==> config.mk <==
export PLATFORM = sky130hd
export DESIGN_NAME = c432_resp_capture_flat
export DESIGN_NICKNAME = d
export VERILOG_FILES = /design/src/rtl/c432_resp_capture_if.sv /design/src/rtl/c432_resp_capture.sv /design/src/flat_wrapper.sv
export SDC_FILE = /design/constraint.sdc
export NUM_CORES = 1
export LEC_CHECK = 0
export CORE_ASPECT_RATIO = 0.5
export CORE_MARGIN = 1
export CORE_UTILIZATION = 60
export CTS_CLUSTER_SIZE = 12
export DETAILED_ROUTE_END_ITERATION = 7
export GPL_ROUTABILITY_DRIVEN = 0
export GPL_TIMING_DRIVEN = 0
export PLACE_DENSITY = 0.86
export SLEW_MARGIN = 20
export SYNTH_ARGS = -nofsm -noshare
export SYNTH_HDL_FRONTEND = slang
export SYNTH_SLANG_ARGS = --single-unit
==> constraint.sdc <==
create_clock -name clk -period 3.9 [get_ports clk]
set_clock_uncertainty 0.15 [all_clocks]
set_input_delay 0.78 -clock clk [delete_from_list [all_inputs] [get_ports clk]]
set_output_delay 0.78 -clock clk [all_outputs]
set_load 0.02 [all_outputs]
==> src/rtl/c432_resp_capture_if.sv <==
// Response/event bundle between the c432 wrapper stage, the capture block and
// the event consumer.
interface c432_resp_capture_if;
  logic        in_valid;
  logic        pa_in;
  logic        pb_in;
  logic        pc_in;
  logic [3:0]  chan_in;
  logic        ev_valid;
  logic        ev_ready;
  logic [22:0] ev_data;

  // Producer/consumer side (drives samples and ev_ready).
  modport master (
    output in_valid, pa_in, pb_in, pc_in, chan_in, ev_ready,
    input  ev_valid, ev_data
  );

  // Capture block side.
  modport slave (
    input  in_valid, pa_in, pb_in, pc_in, chan_in, ev_ready,
    output ev_valid, ev_data
  );
endinterface

==> src/rtl/c432_resp_capture.sv <==
// Response capture for the c432 wrapper stage: compacts accepted responses into a
// 16-bit MISR, counts samples, and queues time-stamped change events in a FIFO.
module c432_resp_capture #(
  parameter int unsigned FIFO_DEPTH = 8
) (
  input  logic                   clk,
  input  logic                   rst_n,
  input  logic                   clear,
  c432_resp_capture_if.slave     resp_if,
  output logic [15:0]            signature,
  output logic [15:0]            sample_cnt,
  output logic                   overflow,
  output logic [7:0]             drop_cnt
);

  localparam int unsigned PtrW = (FIFO_DEPTH > 1) ? $clog2(FIFO_DEPTH) : 1;
  localparam int unsigned CntW = PtrW + 1;
  localparam logic [CntW-1:0] DepthC = CntW'(FIFO_DEPTH);

  // State
  logic [15:0]     sig_q, sig_d;
  logic [15:0]     sample_cnt_q, sample_cnt_d;
  logic [7:0]      drop_cnt_q, drop_cnt_d;
  logic            overflow_q, overflow_d;
  logic [15:0]     stamp_q, stamp_d;
  logic [6:0]      prev_resp_q, prev_resp_d;
  logic            prev_valid_q, prev_valid_d;
  logic [PtrW-1:0] wr_ptr_q, wr_ptr_d;
  logic [PtrW-1:0] rd_ptr_q, rd_ptr_d;
  logic [CntW-1:0] count_q, count_d;
  logic [22:0]     mem_q [FIFO_DEPTH];

  // Per-edge decisions
  logic [6:0]  resp;
  logic        accept;
  logic        push_req;
  logic        pop;
  logic        full;
  logic        empty;
  logic        do_push;
  logic        drop;
  logic        fb;
  logic [22:0] ev_word;

  // Decode this edge's accept/push/pop/drop decisions.
  always_comb begin
    resp     = {resp_if.pa_in, resp_if.pb_in, resp_if.pc_in, resp_if.chan_in};
    empty    = (count_q == '0);
    full     = (count_q == DepthC);
    // clear wins over both sampling and popping on the same edge
    accept   = resp_if.in_valid & ~clear;
    push_req = accept & (~prev_valid_q | (resp != prev_resp_q));
    pop      = ~empty & resp_if.ev_ready & ~clear;
    // a pop on the same edge frees the slot a full FIFO needs
    do_push  = push_req & (~full | pop);
    drop     = push_req & full & ~pop;
    fb       = sig_q[15] ^ sig_q[14] ^ sig_q[12] ^ sig_q[3];
    ev_word  = {stamp_q, resp};
  end

  // Next-state for counters, MISR, history and FIFO pointers.
  always_comb begin
    sig_d        = sig_q;
    sample_cnt_d = sample_cnt_q;
    drop_cnt_d   = drop_cnt_q;
    overflow_d   = overflow_q;
    stamp_d      = stamp_q + 16'd1;
    prev_resp_d  = prev_resp_q;
    prev_valid_d = prev_valid_q;
    wr_ptr_d     = wr_ptr_q;
    rd_ptr_d     = rd_ptr_q;
    count_d      = count_q;

    if (clear) begin
      sig_d        = 16'hFFFF;
      sample_cnt_d = '0;
      drop_cnt_d   = '0;
      overflow_d   = 1'b0;
      // the clear edge itself carries stamp 0, so the next edge sees 1
      stamp_d      = 16'd1;
      prev_valid_d = 1'b0;
      wr_ptr_d     = '0;
      rd_ptr_d     = '0;
      count_d      = '0;
    end else begin
      if (accept) begin
        sig_d        = {sig_q[14:0], fb} ^ {9'b0, resp};
        sample_cnt_d = (sample_cnt_q == 16'hFFFF) ? sample_cnt_q : sample_cnt_q + 16'd1;
        prev_resp_d  = resp;
        prev_valid_d = 1'b1;
      end
      if (drop) begin
        overflow_d = 1'b1;
        drop_cnt_d = (drop_cnt_q == 8'hFF) ? drop_cnt_q : drop_cnt_q + 8'd1;
      end
      // power-of-two depth: pointers wrap by natural overflow
      if (do_push) begin
        wr_ptr_d = wr_ptr_q + PtrW'(1);
      end
      if (pop) begin
        rd_ptr_d = rd_ptr_q + PtrW'(1);
      end
      unique case ({do_push, pop})
        2'b10:   count_d = count_q + CntW'(1);
        2'b01:   count_d = count_q - CntW'(1);
        default: count_d = count_q;
      endcase
    end
  end

  // Control state register; async reset drops everything in flight.
  always_ff @(posedge clk or negedge rst_n) begin
    if (!rst_n) begin
      sig_q        <= 16'hFFFF;
      sample_cnt_q <= '0;
      drop_cnt_q   <= '0;
      overflow_q   <= 1'b0;
      stamp_q      <= '0;
      prev_resp_q  <= '0;
      prev_valid_q <= 1'b0;
      wr_ptr_q     <= '0;
      rd_ptr_q     <= '0;
      count_q      <= '0;
    end else begin
      sig_q        <= sig_d;
      sample_cnt_q <= sample_cnt_d;
      drop_cnt_q   <= drop_cnt_d;
      overflow_q   <= overflow_d;
      stamp_q      <= stamp_d;
      prev_resp_q  <= prev_resp_d;
      prev_valid_q <= prev_valid_d;
      wr_ptr_q     <= wr_ptr_d;
      rd_ptr_q     <= rd_ptr_d;
      count_q      <= count_d;
    end
  end

  // Event storage; written only on a real (non-dropped) push.
  always_ff @(posedge clk or negedge rst_n) begin
    if (!rst_n) begin
      for (int i = 0; i < int'(FIFO_DEPTH); i++) begin
        mem_q[i] <= '0;
      end
    end else if (do_push) begin
      mem_q[wr_ptr_q] <= ev_word;
    end
  end

  // Outputs come straight from registers: no input-to-output path.
  always_comb begin
    resp_if.ev_valid = (count_q != '0);
    resp_if.ev_data  = mem_q[rd_ptr_q];
    signature        = sig_q;
    sample_cnt       = sample_cnt_q;
    overflow         = overflow_q;
    drop_cnt         = drop_cnt_q;
  end

endmodule

==> src/flat_wrapper.sv <==
// flat-port wrapper written by rule: the top's interface ports become plain ports
module c432_resp_capture_flat 
#(
  parameter int unsigned FIFO_DEPTH = 8
)
  (clk, rst_n, clear, signature, sample_cnt, overflow, drop_cnt, resp_if_in_valid, resp_if_pa_in, resp_if_pb_in, resp_if_pc_in, resp_if_chan_in, resp_if_ev_ready, resp_if_ev_valid, resp_if_ev_data);
  c432_resp_capture_if resp_if_i ();
  input  logic clk;
  input  logic rst_n;
  input  logic clear;
  output logic [15:0] signature;
  output logic [15:0] sample_cnt;
  output logic overflow;
  output logic [7:0] drop_cnt;
  input wire logic [$bits(resp_if_i.in_valid)-1:0] resp_if_in_valid;
  input wire logic [$bits(resp_if_i.pa_in)-1:0] resp_if_pa_in;
  input wire logic [$bits(resp_if_i.pb_in)-1:0] resp_if_pb_in;
  input wire logic [$bits(resp_if_i.pc_in)-1:0] resp_if_pc_in;
  input wire logic [$bits(resp_if_i.chan_in)-1:0] resp_if_chan_in;
  input wire logic [$bits(resp_if_i.ev_ready)-1:0] resp_if_ev_ready;
  output wire logic [$bits(resp_if_i.ev_valid)-1:0] resp_if_ev_valid;
  output wire logic [$bits(resp_if_i.ev_data)-1:0] resp_if_ev_data;
  assign resp_if_i.in_valid = resp_if_in_valid;
  assign resp_if_i.pa_in = resp_if_pa_in;
  assign resp_if_i.pb_in = resp_if_pb_in;
  assign resp_if_i.pc_in = resp_if_pc_in;
  assign resp_if_i.chan_in = resp_if_chan_in;
  assign resp_if_i.ev_ready = resp_if_ev_ready;
  assign resp_if_ev_valid = resp_if_i.ev_valid;
  assign resp_if_ev_data = resp_if_i.ev_data;
  c432_resp_capture #(.FIFO_DEPTH(FIFO_DEPTH)) u_core (.clk(clk), .rst_n(rst_n), .clear(clear), .resp_if(resp_if_i), .signature(signature), .sample_cnt(sample_cnt), .overflow(overflow), .drop_cnt(drop_cnt));
endmodule
==> key figures, run 1 <==
Outcome
  – Outcome: completed

Global routing
  – Largest net degree at the start of global routing: 99
  – First-pass GRT wire length: 44.4 mm
  – Routing usage on met3: 5.23%
  – Grt ovf: 0
  – Layer with the highest usage: met2
  – M2 GR Usage: 45.0%
  – Global router's overall resource usage: ~27%
  – Met1 usage: around two fifths
  – Vias in the first global route: 8046
  – Antenna violations before repair: 0

Place
  – PortBufs: 76
  – DP HPWL: 18.1 mm
  – Dpl ws: -0.182 ns

Floorplanning
  – Die width: 205 um
  – DIE AREA: 21100 um^2
  – Row count: 36
  – Starting Density: 62.3%
  – IO Count: 77
  – Core area: 19800 um^2
  – Die Y: 103 um

Finish
  – Area Growth Syn to Fin: 15.1%
  – Antenna cells: 0
  – Commonest non-fill, non-tap cell in the layout: dfrtp_1
  – Commonest non-fill, non-tap cells in the layout: 243 x dfrtp_1, 131 x mux2_2, 75 x clkdlybuf4s50_1, 49 x nor2_1
  – Share of layout cells above drive strength 1: 30.9%
  – Nets: 1013

Clocking
  – Clock buffer depth: 3
  – H-tree depth: 1
  – CTS Buf Count: 25
  – CTS clk-pin slew, worst paths: 0.07 ns
  – Clock root buffer: clkbuf_16
  – Clock sink count: between 200 and 300
  – Clk Latency, worst-skew pair: 0.51 ns
  – TritonCTS clock tree: built
  – # hold bufs at CTS: 0

Setup path
  – WS Path Type: flop to output port
  – CP Depth: 5
  – Worst Path Required: 2.97 ns
  – Critical Path Most Common Cell: clkbuf_2
  – CP Launch Type: flop
  – Buf/Inv on CP: 3
  – Cells along the critical path: clkbuf_2 > clkbuf_2 > mux4_2 > mux2_2 > clkdlybuf4s50_1
  – CP top delay family: buffers and inverters
  – Slowest cell on the critical path: clkdlybuf4s50_1
  – Critical Path Sink Type: output port
  – Crit Path Max Fanout: 10
  – Crit path arrival time: 2.86 ns
  – Critical path's largest stage delay: 0.58 ns
  – R2R depth: 10

Drt
  – DRC errors left: 0
  – Initial DRC count: 616
  – Routed vias/inst: 6.06
  – Wire per inst: around 22 um
  – DR vias: 7687
  – Post-route ant nets: 0
  – Pre-Repair DR Iteration Count: 5
  – WL final: 27.5 mm

Worst hold path
  – Hold crit path type: primary input to async pin

STA
  – Rel. slew slack: 43.8%
  – Setup ws final: 0.106 ns
  – Final worst path period need: 3.79 ns
  – RSZ-0062 raised after global routing: no
  – Slew Limit Fails: 0
  – Worst Tran Pin Value: roughly 0.84 ns
  – Final period util: a little over nine tenths
  – Final TNS setup: 0 ns
  – FMAX: between 0.2 and 0.3 GHz
  – Setup violations, final: 0
  – Endpoints failing hold: 0

Synthesis
  – Top cell type's share of synthesized area: 49.4%
  – Flops & latches, synth: 259
  – Yosys cell types: 52
  – Sequential area share after synthesis: a little over half
  – Syn. warnings: 0
  – Syn_nets: 908
  – Ys flop type: dfrtp_1
  – Post-synth ARST share: 100%
  – Area leader, netlist: dfrtp_1
  – Cells after Synth: 888
  – Top cells by area, synth: dfrtp_1 49%, mux2_2 12%, mux4_2 8.4%
  – EDFF count, synth: 0
  – Synth Cell Area: 12300 um^2
  – Synth Area per Inst: 13.9 um^2

Pwr
  – VDD IR max: about 0.28 mV
  – Total power: around 6.6 mW
  – P per Cell Area: 465 nW/um^2
  – Leakage power: ~6.5 nW

Run
  – Max cap viols: 0
-- metrics by stage --
step,hold WS [ns],cell area (um^2),utilization (%),std cells
5_1_grt,0.102,14200,71.7,1268
3_5_place_dp,0.325,13500,68.1,1232
6_report,0.0605,14200,71.7,1268
2_1_floorplan,0.309,12300,-,888
3_3_place_gp,0.318,13400,67.8,1230
4_1_cts,0.0832,14200,71.6,1268
-- path summary, 6_finish.rpt --
kind	startpoint	to	slack, ns
max	u_core.rd_ptr_q[1]	resp_if_ev_data[3]	0.11
min	rst_n	u_core.sample_cnt[6]	0.06
max reg2reg	u_core.prev_resp_q[2]	u_core.count_q[3]	0.63
min reg2reg	u_core.mem_q[20]	u_core.mem_q[20]	0.34
max in group asynchronous	rst_n	u_core.mem_q[151]	2.66
min in group clk	u_core.mem_q[20]	u_core.mem_q[20]	0.34
-- power by group --
part	total [mW]	leakage, nW	switching (mW)	internal (mW)
sequential	3.04	3.48	0.144	2.89
clock	2.15	0.330	0.963	1.18
combinational	1.40	2.70	0.688	0.715
-- sequential cells by signal, summed over array words and instances (netlist names) --
register             flops
u_core.sample_cnt       16
u_core.drop_cnt          8
u_core.stamp_q          16
u_core.overflow          1
u_core.prev_valid_q      1
u_core.wr_ptr_q          3
u_core.prev_resp_q       7
u_core.mem_q           184
u_core.count_q           4
u_core.rd_ptr_q          3
u_core.signature        16
-- cell families after synthesis --
logic type      after synthesis  share of synthesized area (%)
buf+inv                      79                           2.99
flops                       259                           52.8
fa+ha+maj                     8                          0.874
mux                         261                           29.3
simple gates                177                           7.48
compound gates               57                           3.23
xor+xnor                     47                           3.34
-- per-layer routing --
metal	part of all wire, %	wire, um
met1	45	12400
met2	48	13200
met3	5.1	1390
met4	2.2	592
met5	0	0
-- final cells by class --
cell class	instances	area (um^2)
clock inverter	1	5.00
buffer	74	379
sequential	259	6500
timing repair buffer	78	821
fill	1240	5600
clock buffer	35	673
multi-input combinational	550	5440
inverter	5	18.8
tap	266	333
-- synth_stat cells (all sizes together), types with 4 or more instances --
master	instances
a211o	9
a21oi	17
and3	7
buf	30
clkbuf	44
dfrtp	243
dfstp	16
ha	7
inv	5
mux2	211
mux2i	4
mux4	46
nand2	36
nand2b	5
nand3	20
nand4	7
nor2	49
nor2b	15
nor3	6
o211ai	5
o21ai	10
o31ai	4
or2	8
or3	6
or4	7
xnor2	20
xor2	27
-- timing repair --
action                                  in CTS  in global routing
resized for setup                           10                  5
endpoints found under the setup margin      23                  7
buffers inserted                             0                  0
-- worst register-to-register path, delay by kind of cell, from the launching register on --
family | cells | cell delay [ns]
fa+ha+maj | 1 | 0.34
simple gates | 3 | 0.86
compound gates | 4 | 0.86
xor+xnor | 1 | 0.20
mux | 1 | 0.35
flops | 1 | 0.40
No activity file was read; power rests on OpenSTA's default activity.
==> run 2, diff against run 1 <==
ABC_AREA = 0   (was default)
CTS_CLUSTER_SIZE = default   (was 12)
==> key figures, run 2 (synthesized netlist as in run 1, its figures left out) <==
STA
  – Final period util: 98.7%
  – Setup violations, final: 0
  – RSZ-0062 raised after global routing: yes
  – FMAX: approximately 0.26 GHz
  – Endpoints failing hold: 0
  – Rel. slew slack: between 30% and 40%
  – Worst Tran Pin Value: 0.921 ns
  – Slew Limit Fails: 0
  – Final worst path period need: 3.85 ns

Clocking
  – Clk Latency, worst-skew pair: a little over 0.5 ns
  – Clock buffer depth: 3
  – Clock root buffer: clkbuf_16
  – CTS clk-pin slew, worst paths: about 0.07 ns
  – CTS Buf Count: 23
  – TritonCTS clock tree: built
  – H-tree depth: 1
  – # hold bufs at CTS: 0
  – Clock sink count: 259

Setup path
  – Crit Path Max Fanout: 10
  – Worst Path Required: just under 3 ns
  – Critical path's largest stage delay: 0.74 ns
  – Reg2reg end: u_core.count_q[3]
  – Buf/Inv on CP: 3
  – Slowest cell on the critical path: buf_1
  – WS Path Type: flop to output port
  – Cells along the critical path: clkbuf_1 > buf_1 > mux2_2 > clkdlybuf4s50_1
  – CP Launch Type: flop
  – CP top delay family: buffers and inverters
  – Crit path arrival time: slightly below 3 ns
  – R2R depth: 10
  – Critical Path Sink Type: output port
  – RR Startpoint: u_core.prev_resp_q[4]
  – FF-to-FF setup slack: 0.67 ns

Pwr
  – Sw Share: a little over a quarter
  – P per Cell Area: 476 nW/um^2
  – Logic pwr share: 20.8%
  – VDD IR max: 0.332 mV
  – Reg power frac: 44.8%
  – Total power: between 6 and 7 mW
  – Cell-internal power: 4.92 mW
  – Sw Pwr: between 1.5 and 2 mW
  – Clock group share of total power: 34.3%
  – Leakage power: 6.55 nW

Place
  – Placed Cells: between 1000 and 1500
  – Area after DPL: approximately 13000 um^2
  – DP HPWL: 18.1 mm
  – PortBufs: 76

Floorplanning
  – Core area: 19800 um^2
  – Die width: 205 um
  – IO Count: 77
  – Starting Density: 62.3%
  – Row count: 36
  – Die Y: 103 um
  – DIE AREA: 21100 um^2

Global routing
  – Antenna violations before repair: 0
  – Grt ovf: 0
  – First-pass GRT wire length: 45.1 mm
  – Global router's overall resource usage: 28.0%
  – Largest net degree at the start of global routing: approximately 100
  – Vias in the first global route: slightly above 8000

Drt
  – Pre-Repair DR Iteration Count: 5
  – Post-route ant nets: 0
  – DRC errors left: 0
  – WL final: about 28 mm
  – Wire per inst: 22.2 um
  – Initial DRC count: 575
  – DR vias: 7817
  – Routed vias/inst: roughly 6.1

Finish
  – Commonest non-fill, non-tap cell in the layout: dfrtp_1
  – Share of layout cells above drive strength 1: 31.6%
  – Commonest non-fill, non-tap cells in the layout: 243 x dfrtp_1, 131 x mux2_2, 75 x clkdlybuf4s50_1, 49 x nor2_1, 46 x mux4_2
  – Biggest register: u_core.mem_q
  – Largest register FFs: 184
  – Utilization after layout: approximately 70%
  – Final Non-Filler Cells: 1272
  – Area Growth Syn to Fin: 15.7%
  – Nets: 1011
  – Cell area after layout: 14200 um^2
  – Antenna cells: 0

Worst hold path
  – Hold crit path type: primary input to async pin

Run
  – Max cap viols: 0

Outcome
  – Outcome: completed
run 2: repair_timing:
item / in CTS / in global routing
setup buffers: 0 / 0
setup endpoints to repair: 23 / 10
resized for setup: 10 / 4
run 2: worst reg2reg max path, delay by kind of cell (launching register included):
family                   cells  cell delay, ns
AO/OA/AOI/OAI                4            0.87
adder cells (fa/ha/maj)      1            0.33
multiplexers                 1            0.35
XOR/XNOR                     1            0.17
AND/OR/NAND/NOR              3            0.84
flip-flops                   1            0.40
run 2: final cells by class:
| class | count | area (um^2) |
|---|---|---|
| inverters | 5 | 18.8 |
| clock buffers | 32 | 659 |
| fillers | 1262 | 5530 |
| flip-flops and latches | 259 | 6500 |
| well taps | 266 | 333 |
| clock inverters | 8 | 92.6 |
| repair buffers | 78 | 821 |
| plain buffers | 74 | 378 |
| multi-input cells | 550 | 5440 |
run 2: worst max path at each step:
stage | endpoint | depth (start not counted) | slack, ns | start
floorplan | u_core.count_q[3] | 10 | 0.69 | resp_if_chan_in[3]
CTS | resp_if_ev_data[3] | 5 | 0.04 | u_core.rd_ptr_q[0]
global route | resp_if_ev_data[3] | 4 | -0.01 | u_core.rd_ptr_q[2]
finish | resp_if_ev_data[3] | 4 | 0.05 | u_core.rd_ptr_q[2]
global placement | u_core.mem_q[174] | 1 | -8.42 | rst_n
detailed placement | u_core.count_q[3] | 11 | -0.18 | resp_if_pb_in
run 2: per-stage QoR:
step	worst slack [ns]	hold slack, ns	setup TNS, ns
2_1_floorplan	0.693	0.309	0
3_3_place_gp	-8.42	0.318	-2123.24
3_5_place_dp	-0.182	0.325	-0.182
4_1_cts	0.0449	0.0845	0
5_1_grt	-0.00951	0.109	-0.00951
6_report	0.0496	0.0691	0
run 2: metal layers:
layer  wire (um)  vias to the layer above  share of wire [%]  track usage [%]
met3        1770                       65                6.3             5.70
met4         759                        0                2.7             7.58
met1       12200                     4102                 43             37.5
met5           0                        -                  0                0
li1            -                     3399                  -                -
met2       13600                      251                 48             47.5
run 2: power groups by stage:
stage | logic [mW] | registers, mW | clock network (mW)
final | 1.41 | 3.04 | 2.33
after global routing | 1.51 | 3.06 | 2.43
after CTS | 1.42 | 3.03 | 2.33
after detailed placement | 1.39 | 3.08 | 0
after global placement | 1.34 | 3.06 | 0
after floorplan | 0.909 | 3.05 | 0
==> run 3, diff against run 2 <==
CTS_CLUSTER_DIAMETER = 200   (was default)
==> results of run 3 <==
No change in the layout: final DEF, timing and power equal those of run 2.
